<file path="src/rtl/td_delta_gen.sv">
// td_delta_gen: TD error generator, delta = sat16(reward + floor(GAMMA * max(q_next)) - qpred) in signed Q6.10.
module td_delta_gen #(
  parameter int                 NUM_ACT = 4,
  parameter logic signed [15:0] GAMMA   = 16'sd922
) (
  input  logic               clk,
  input  logic               rst,
  input  logic               start,
  input  logic signed [15:0] reward,
  input  logic signed [15:0] qpred,
  input  logic signed [15:0] q_in,
  input  logic               q_valid,
  output logic               busy,
  output logic signed [15:0] delta,
  output logic [3:0]         step,
  output logic [3:0]         controller,
  output logic               done
);
  typedef enum logic [2:0] {IDLE, MAX, MUL, SUM, OUT} state_t;
  state_t state, nxt;
  logic signed [15:0] rew, qp, mx, gmax, gprod, sat;
  logic signed [17:0] sum;
  logic [3:0] cnt;
  logic last_beat;
  assign last_beat = q_valid && cnt == 4'(NUM_ACT - 1);
  // Only the low 26 product bits matter; >>> 10 floors toward minus infinity.
  assign gprod = 16'((26'(GAMMA) * 26'(mx)) >>> 10);
  assign sum = 18'(rew) + 18'(gmax) - 18'(qp);
  assign sat = sum > 18'sd32767 ? 16'sh7fff : sum < -18'sd32768 ? 16'sh8000 : sum[15:0];
  assign busy = state != IDLE;
  assign done = state == OUT;
  assign controller = done ? 4'd9 : 4'd0;
  always_ff @(posedge clk)
    state <= rst ? IDLE : nxt;
  always_comb begin
    nxt = state;
    unique case (state)
      IDLE:    nxt = start ? MAX : IDLE;
      MAX:     nxt = last_beat ? MUL : MAX;
      MUL:     nxt = SUM;
      SUM:     nxt = OUT;
      OUT:     nxt = IDLE;
      default: nxt = IDLE;
    endcase
  end
  always_ff @(posedge clk) begin
    if (rst) begin
      rew   <= '0;
      qp    <= '0;
      mx    <= '0;
      gmax  <= '0;
      cnt   <= '0;
      delta <= '0;
      step  <= '0;
    end else begin
      if (state == IDLE && start) begin
        rew <= reward;
        qp  <= qpred;
        cnt <= '0;
      end
      if (state == MAX && q_valid) begin
        mx  <= (cnt == 4'd0 || q_in > mx) ? q_in : mx;
        cnt <= cnt + 4'd1;
      end
      if (state == MUL) gmax <= gprod;
      if (state == SUM) delta <= sat;
      if (state == OUT) step <= step == 4'd15 ? 4'd1 : step + 4'd1;
    end
  end
endmodule

</file>
<file path="config.mk">
export PLATFORM = sky130hd
export DESIGN_NAME = td_delta_gen
export DESIGN_NICKNAME = d
export VERILOG_FILES = /design/src/rtl/td_delta_gen.sv
export SDC_FILE = /design/constraint.sdc
export NUM_CORES = 1
export LEC_CHECK = 0
export BUFFER_PORTS_ARGS = -buffer_cell sky130_fd_sc_hd__buf_4
export CORE_MARGIN = 3
export CORE_UTILIZATION = 40
export CTS_CLUSTER_DIAMETER = 200
export DETAILED_ROUTE_END_ITERATION = 8
export GPL_TIMING_DRIVEN = 0
export HOLD_SLACK_MARGIN = 0.03
export PLACE_DENSITY = 0.56
export SYNTH_ARGS = -nofsm -noshare
export SYNTH_HDL_FRONTEND = slang
export SYNTH_SLANG_ARGS = --single-unit
</file>
<file path="constraint.sdc">
create_clock -name clk -period 8.95 [get_ports clk]
set_input_delay 0.895 -clock clk [delete_from_list [all_inputs] [get_ports clk]]
set_output_delay 0.895 -clock clk [all_outputs]
set_load 0.01 [all_outputs]
</file>
Yosys cells after proc, flatten, opt, wreduce, memory -nomap -nowiden
Index checks and enable logic that the tools add are counted.
- logic and storage cells: 40
- input port bits: 52
- output and inout bits: 26
- register bits: 91
- reduce and logical (&&, ||, !) cells: 9
- $lt $le $gt $ge: 3
- multipliers: 1
- multiplexer cells: 9
- $add $sub $neg: 4
- equality and inequality tests: 6
- operators with widths (cell ; number):
    2-to-1 mux 16 bit ; 2
    multiplier 10 x 16 -> 25 bit, first input constant ; 1
    greater-than comparator 18 x 16 -> 1 bit, second input constant ; 1
    < comparator 18 x 16 -> 1 bit, second input constant ; 1
    subtractor 17 x 16 -> 18 bit ; 1
    adder 16 x 16 -> 17 bit ; 1
    greater-than comparator 16 bit ; 1
    2-to-1 mux 4 bit ; 4
    one-hot mux 3 bit (4 select lines) ; 1
    adder 4 x 1 -> 4 bit, second input constant ; 2
    equality test 3 x 2 -> 1 bit, second input constant ; 2
    equality test 4 x 2 -> 1 bit, second input constant ; 1
    equality test 4 bit, second input constant ; 1
    zero test 4 bit ; 1
    equality test 3 x 1 -> 1 bit, second input constant ; 1
    equality test 3 bit, second input constant ; 1
    logical AND 1 bit ; 3
    zero test 3 bit ; 1
    nonzero test 3 bit ; 1
    2-to-1 mux 2 bit ; 1
    AND reduction 2 bit ; 1
    nonzero test 2 bit ; 1
    logical OR 1 bit ; 1
    2-to-1 mux 1 bit ; 1

Longest topological paths before layout
Gate-level depths: netlist of the first run.
- depth in word-level cells: 5
- gate-level depth with buffers: 18
- gate-level depth less buffers: 18

Worst setup path after synthesis of the first run
No wires, ideal clock.
- path kind: register to register
- start point: register mx[6]
- end point: register gmax[14]
- library setup time: 87 ps
- clock period less this slack: 4665 ps
- data required time: 8863 ps
- arrival: 4578 ps
- slack: 4285 ps
- stages on the path, launching flop included: 16
- buffers on the path: 0
- cells stage by stage: dfxtp_1 > ha_1 > inv_1 > fa_1 > fa_1 > fa_1 > fa_1 > inv_1 > ha_1 > a21o_1 > a2111oi_0 > a31oi_1 > a21o_1 > a31oi_1 > xor2_1 > o31ai_1
- longest elaborated chain between the ends: 1
- RTL lines (item ; line ; RTL):
    start, declared ; 21 ; logic signed [15:0] rew, qp, mx, gmax, gprod, sat;
    start signal, assigned ; 62 ; mx <= (cnt == 4'd0 || q_in > mx) ? q_in : mx;
    multiplier 10 x 16 -> 25 bit ; 27 ; assign gprod = 16'((26'(GAMMA) * 26'(mx)) >>> 10);
    end signal, assigned ; 65 ; if (state == MUL) gmax <= gprod;
    end, declared ; 21 ;
Every way passes these cells.
A chain may end at the register's enable or synchronous reset.

Final worst setup path of the first run
- start point: register mx[5]
- end point: register gmax[14]
The elaborated chain is that of the path after synthesis.

==> metrics.csv, run 1 <==
metric;value;unit
ctsHoldBuffers;0;
ant_nets;0;
ys.flop_type;dfxtp_1;
path_clk_slew;0.08;ns
std_cell_rows;52;
finalMaxSlewViolations;0;
n_antenna_cell;0;
rsz0062_at_grt;false;
layout_min_cycle_time;5.17;ns
grt_first_pass_wirelength;32200;um
routedWlPerCell;14.6;um
clock_insertion_delay_worst_skew;0.35;ns
num_vias;6621;
synth_cells;997;
p_per_area;156;mW/mm2
hold_path_class;reg2reg;
finalPower;0.00151;W
clk_path_buf_depth;2;
finalWirelength;19900;um
drt_pass1_iterations;4;
avgSynthCellArea;8.45;um2
drive_gt1_share;11.0;%
critPathArrivalTime;5.39;ns
gp_congestion;0.845;
fp.dieW;151;um
synth_edf_count;0;
grt_max_degree;18;
async_flop_share;0;%
cts_max_level;3;
core_area;0.0205;mm2
max_freq;194;MHz
post_cts_resized;0;
drt_iter0_markers;211;
nets;1308;
clock-sinks;91;
fp.dieH;151;um
grt_pass1_vias;6593;
drc;0;
ys_seq_area_share;21.6;%
maxCapViolations;0;
path_max_fanout;5;
hold_violations;0;
final.setup.tns;0;ns
via_per_inst;4.87;
crit_path_end_kind;flop;
slew_headroom;21.4;%
start_util;41.1;%
layout_setup_ws;3.78;ns
cts_tree;yes;
place_hpwl;16400;um
final_cells;1359;
die-area;0.0228;mm2
ios;78;
worst_pin_slew;1.18;ns
antenna_found_initial;0;
grt_usage;18.0;%
ir_worst_vdd;0.0860;mV
synth_cell_types;71;
power_leakage;4.37;nW
place_inst;1343;
post-cts-setup-buffers;0;
yosysWarnings;0;
detailedPlace.worstSlack;3.78;ns
period_share;57.7;%
cts_inserted_buffers;9;
run_status;finished, final reports clean;
whs;0.453;ns
worstPathRequired;9.17;ns
skew;0.00947;ns
area_growth;14.4;%
cts_root_buffer;clkbuf_16;
netlist_area;0.00843;mm2
portBuffers;75;
worstSetupPathType;reg2reg;
setup_viol;0;
startpoint_type;flop;
overflow;0;
synth-seq-cells;91;
==> metrics by stage <==
stage          instance area (um2)  util, %
6_report                      9640     47.0
2_1_floorplan                 8430        -
3_5_place_dp                  9330     45.5
5_1_grt                       9640     47.0
3_3_place_gp                  9330     45.5
4_1_cts                       9640     47.0
==> cell type report <==
class                   count  area [um2]
fillers                  2128       10900
well taps                 270         338
flip-flops and latches     91        1820
inverters                 189         709
clock buffers               9         225
plain buffers              38         166
repair buffers             75         563
clock inverters             7        83.8
multi-input cells         680        5730
==> layout by cell type, fill, tap and decap left out, types with 3 or more instances in the layout <==
cell type    n
nand4b_1     3
fa_1        70
nor4_1       4
and2_1       4
nor2_1      37
a211o_1      4
ha_1       102
a21o_1       6
clkbuf_1    28
a21oi_1     76
nand2b_1    36
clkbuf_16    9
a21boi_0     3
o21a_1       7
dfxtp_1     91
nor3_1      18
mux2i_1     19
a221o_1      7
or2_2        3
xnor2_1     22
a211oi_1    11
nand2_1    120
a22oi_1      3
nand3_1     12
xor2_1      13
inv_1      189
a31oi_1      9
buf_2        4
a311oi_1     3
buf_4       80
nand4_1      5
o21ai_0     15
nor2b_1      4
or3_1        5
o221ai_1     3
and3_1       7
o211ai_1     5
==> worst max-delay path, cell delays in order, from the launching register on <==
cell and delay, ns:
dfxtp_1 0.45, ha_1 0.30, inv_1 0.08, fa_1 0.45, fa_1 0.54, fa_1 0.44
fa_1 0.51, inv_1 0.04, ha_1 0.33, a21oi_1 0.24, nor2_1 0.08, a2111oi_0 0.60
a31oi_1 0.24, a21o_1 0.25, a31oi_1 0.20, xor2_1 0.19, o31ai_1 0.09
==> registers in the layout (all words and copies together), names as in the netlist <==
register and flops:
state 3, gmax 16, mx 16, delta 16
qp 16, step 4, cnt 4, rew 16
==> Yosys cell counts (all sizes together) (5+ instances only) <==
cell type  instances  area (um2)
inv              189         709
nand2            120         450
ha               102        1280
dfxtp             91        1820
a21oi             77         389
fa                70        1400
nor2              39         151
nand2b            36         225
clkbuf            28         105
xnor2             23         209
mux2i             19         190
nor3              18        90.1
o21ai             18        93.8
a211oi            13         108
xor2              13         114
nand3             12        60.1
buf               10        61.3
a31oi              9        56.3
a221o              7        70.1
and3               7        43.8
o21a               7        52.6
a21o               6        45.0
or3                6        42.5
nand4              5        31.3
nor2b              5        33.8
o211ai             5        37.5
==> worst paths after layout <==
path,depth (start not counted),startpoint,to,slack (ns)
worst max register to register,16,mx[5]$_SDFFE_PP0P_,gmax[14]$_SDFFE_PP0N_,3.78
worst min register to register,2,gmax[8]$_SDFFE_PP0N_,gmax[8]$_SDFFE_PP0N_,0.45
worst min-delay path,2,gmax[8]$_SDFFE_PP0N_,gmax[8]$_SDFFE_PP0N_,0.45
worst max-delay path,16,mx[5]$_SDFFE_PP0P_,gmax[14]$_SDFFE_PP0N_,3.78
==> power breakdown <==
part | internal [W] | switching, W
clock | 0.000223 | 0.000191
combinational | 0.000280 | 0.000377
sequential | 0.000420 | 0.0000163
total | 0.000922 | 0.000584
==> kinds of logic after synthesis <==
logic type                 count (synthesis)  share of synthesized area (%)
and+or+nand+nor                          269                           15.2
xor gates and xnor gates                  36                           3.83
AOI/OAI and AO/OA                        182                           14.9
other                                      1                         0.0445
DFF                                       91                           21.6
muxes                                     19                           2.26
buffers and inverters                    227                           10.4
adders and majority gates                172                           31.8
==> metal layers <==
layer,global-route usage (%),wire length (um),vias up
met3,3.29,645,16
met5,0,0,-
li1,-,-,3442
met2,32.4,9990,88
met1,22.4,8980,3075
met4,3.81,273,0
Note: power is estimated with default switching activity, not from simulation.
==> run 2, diff against run 1 <==
- clock period: 8.95 -> 5.4 ns (I/O delays scaled with it)
==> run 2 against run 1 <==
Net effect:
- global-route usage stayed put
- via count is 0.15% higher
- count of clock-buffer cells in the layout stayed put
- utilization hardly changed
- total power is 66% higher
- design area hardly changed
- flip-flop and latch count stayed put
- cell count stayed put
- hold slack worse by 0.026 ns
- first-iteration DRC count is 2.8% lower
- fmax is 3.5% higher
- highest routed layer unchanged
==> metrics.csv, run 2 (synthesis gave the netlist of run 1 again) <==
metric;value;unit;change
fillers;2128;;unchanged
grt_util_met2;32.4;%;unchanged
setup_viol;0;;unchanged
gp_congestion;0.845;;unchanged
layout_setup_ws;0.407;ns;-3.38 ns
nets;1308;;unchanged
hold_path_class;in2reg;;
ctsHoldBuffers;0;;unchanged
die-area;0.0228;mm2;unchanged
start_util;41.1;%;unchanged
place_inst;1343;;unchanged
portBuffers;75;;unchanged
rsz0062_at_grt;false;;
clk_path_buf_depth;2;;unchanged
final_common_cell;inv_1;;
crit_path_end_kind;flop;;
cts_inserted_buffers;9;;unchanged
final_core_util;47.1;%;about the same
drt_iter0_markers;205;;-2.8%
final_cells;1359;;unchanged
grt_first_pass_wirelength;32200;um;unchanged
finalWirelength;19900;um;+0.16%
worstPathRequired;5.67;ns;-3.50 ns
grt_busiest_layer;met2;;
final.setup.tns;0;ns;unchanged
std_cell_rows;52;;unchanged
max_freq;200;MHz;+3.5%
layout_min_cycle_time;4.99;ns;-0.175 ns
n_antenna_cell;0;;unchanged
drt_pass1_iterations;4;;unchanged
place_hpwl;16400;um;unchanged
fp.dieW;151;um;unchanged
use_met1;22.4;%;unchanged
overflow;0;;unchanged
ios;78;;unchanged
period_share;92.5;%;+35 points
worst_pin_slew;1.20;ns;+0.0278 ns
grt_max_degree;18;;unchanged
hold_violations;0;;unchanged
use_met3;3.29;%;unchanged
path_clk_slew;0.07;ns;about the same
antenna_found_initial;0;;unchanged
cts_root_buffer;clkbuf_16;;
worstSetupPathType;reg2reg;;
core_area;0.0205;mm2;unchanged
ant_nets;0;;unchanged
drc;0;;unchanged
final_cell_mix;189 x inv_1, 120 x nand2_1, 102 x ha_1;;
hold_start;reward[14];;
via_per_inst;4.88;;+0.15%
crit_start;mx[3]$_SDFFE_PP0P_;;
finalMaxSlewViolations;0;;unchanged
grt_usage;18.0;%;unchanged
grt_pass1_vias;6593;;unchanged
maxCapViolations;0;;unchanged
detailedPlace.worstSlack;0.228;ns;-3.55 ns
drive_gt1_share;11.1;%;+0.092 points
critPathArrivalTime;5.26;ns;-0.13 ns
cts_max_level;3;;unchanged
r2r-start;mx[3]$_SDFFE_PP0P_;;
ir_worst_vdd;0.143;mV;+66%
path_max_fanout;6;;+1
post-cts-setup-buffers;0;;unchanged
area_growth;14.5;%;about the same
startpoint_type;flop;;
clock_insertion_delay_worst_skew;0.35;ns;about the same
p_per_area;259;mW/mm2;+66%
num_vias;6631;;+0.15%
post_cts_resized;0;;unchanged
slew_headroom;19.6;%;-1.9 points
power_leakage;4.37;nW;about the same
routedWlPerCell;14.7;um;+0.16%
skew;0.00871;ns;-0.000758 ns
cts_tree;yes;;
run_status;finished, final reports clean;;
clock-sinks;91;;unchanged
fp.dieH;151;um;unchanged
-- run 2: cell type report --
cell class	instances	area, um2	area share, %
clock buffers	9	225	2.33
plain buffers	38	166	1.73
repair buffers	75	563	5.84
flip-flops and latches	91	1820	18.9
well taps	270	338	3.50
clock inverters	7	83.8	0.869
multi-input cells	680	5740	59.5
inverters	189	709	7.36
-- run 2: where the power goes --
group	leakage, nW	switching [W]	internal (W)	total [W]
Clock	0.154	0.000316	0.000370	0.000686
Combinational	3.48	0.000628	0.000465	0.00109
Sequential	0.740	0.0000271	0.000695	0.000722
-- run 2: worst paths after layout --
check | end | slack (ns) | depth (start not counted)
worst max-delay path | gmax[15]$_SDFFE_PP0N_ | 0.41 | 15
worst min-delay path | rew[14]$_SDFFE_PP0P_ | 0.43 | 3
worst max register to register | gmax[15]$_SDFFE_PP0N_ | 0.41 | 15
worst min register to register | gmax[8]$_SDFFE_PP0N_ | 0.45 | 2
-- run 2: metal layers --
layer  share of wire, %  routed length, um
met3                3.3                651
met1                 45               9000
met5                  0                  0
met2                 50               9990
met4                1.4                273
-- run 2: critical path, stage by stage, from the launching register on --
cell and delay, ns:
dfxtp_1 0.48, ha_1 0.31, inv_1 0.09, fa_1 0.45, fa_1 0.55, fa_1 0.44
fa_1 0.53, inv_1 0.05, ha_1 0.32, o211ai_1 0.10, nor2_1 0.14, o21ai_0 0.12
a21boi_1 0.37, a211oi_1 0.21, or4_1 0.54, a41oi_1 0.21
-- run 2: metrics by stage --
stage / total power, W / instance area, um2 / hold WS (ns)
after CTS: 0.00253 / 9640 / 0.417
after global placement: 0.00183 / 9330 / 0.439
after detailed placement: 0.00183 / 9330 / 0.445
after floorplan: 0.00159 / 8430 / 0.432
after global routing: 0.00272 / 9650 / 0.425
final: 0.00250 / 9650 / 0.427
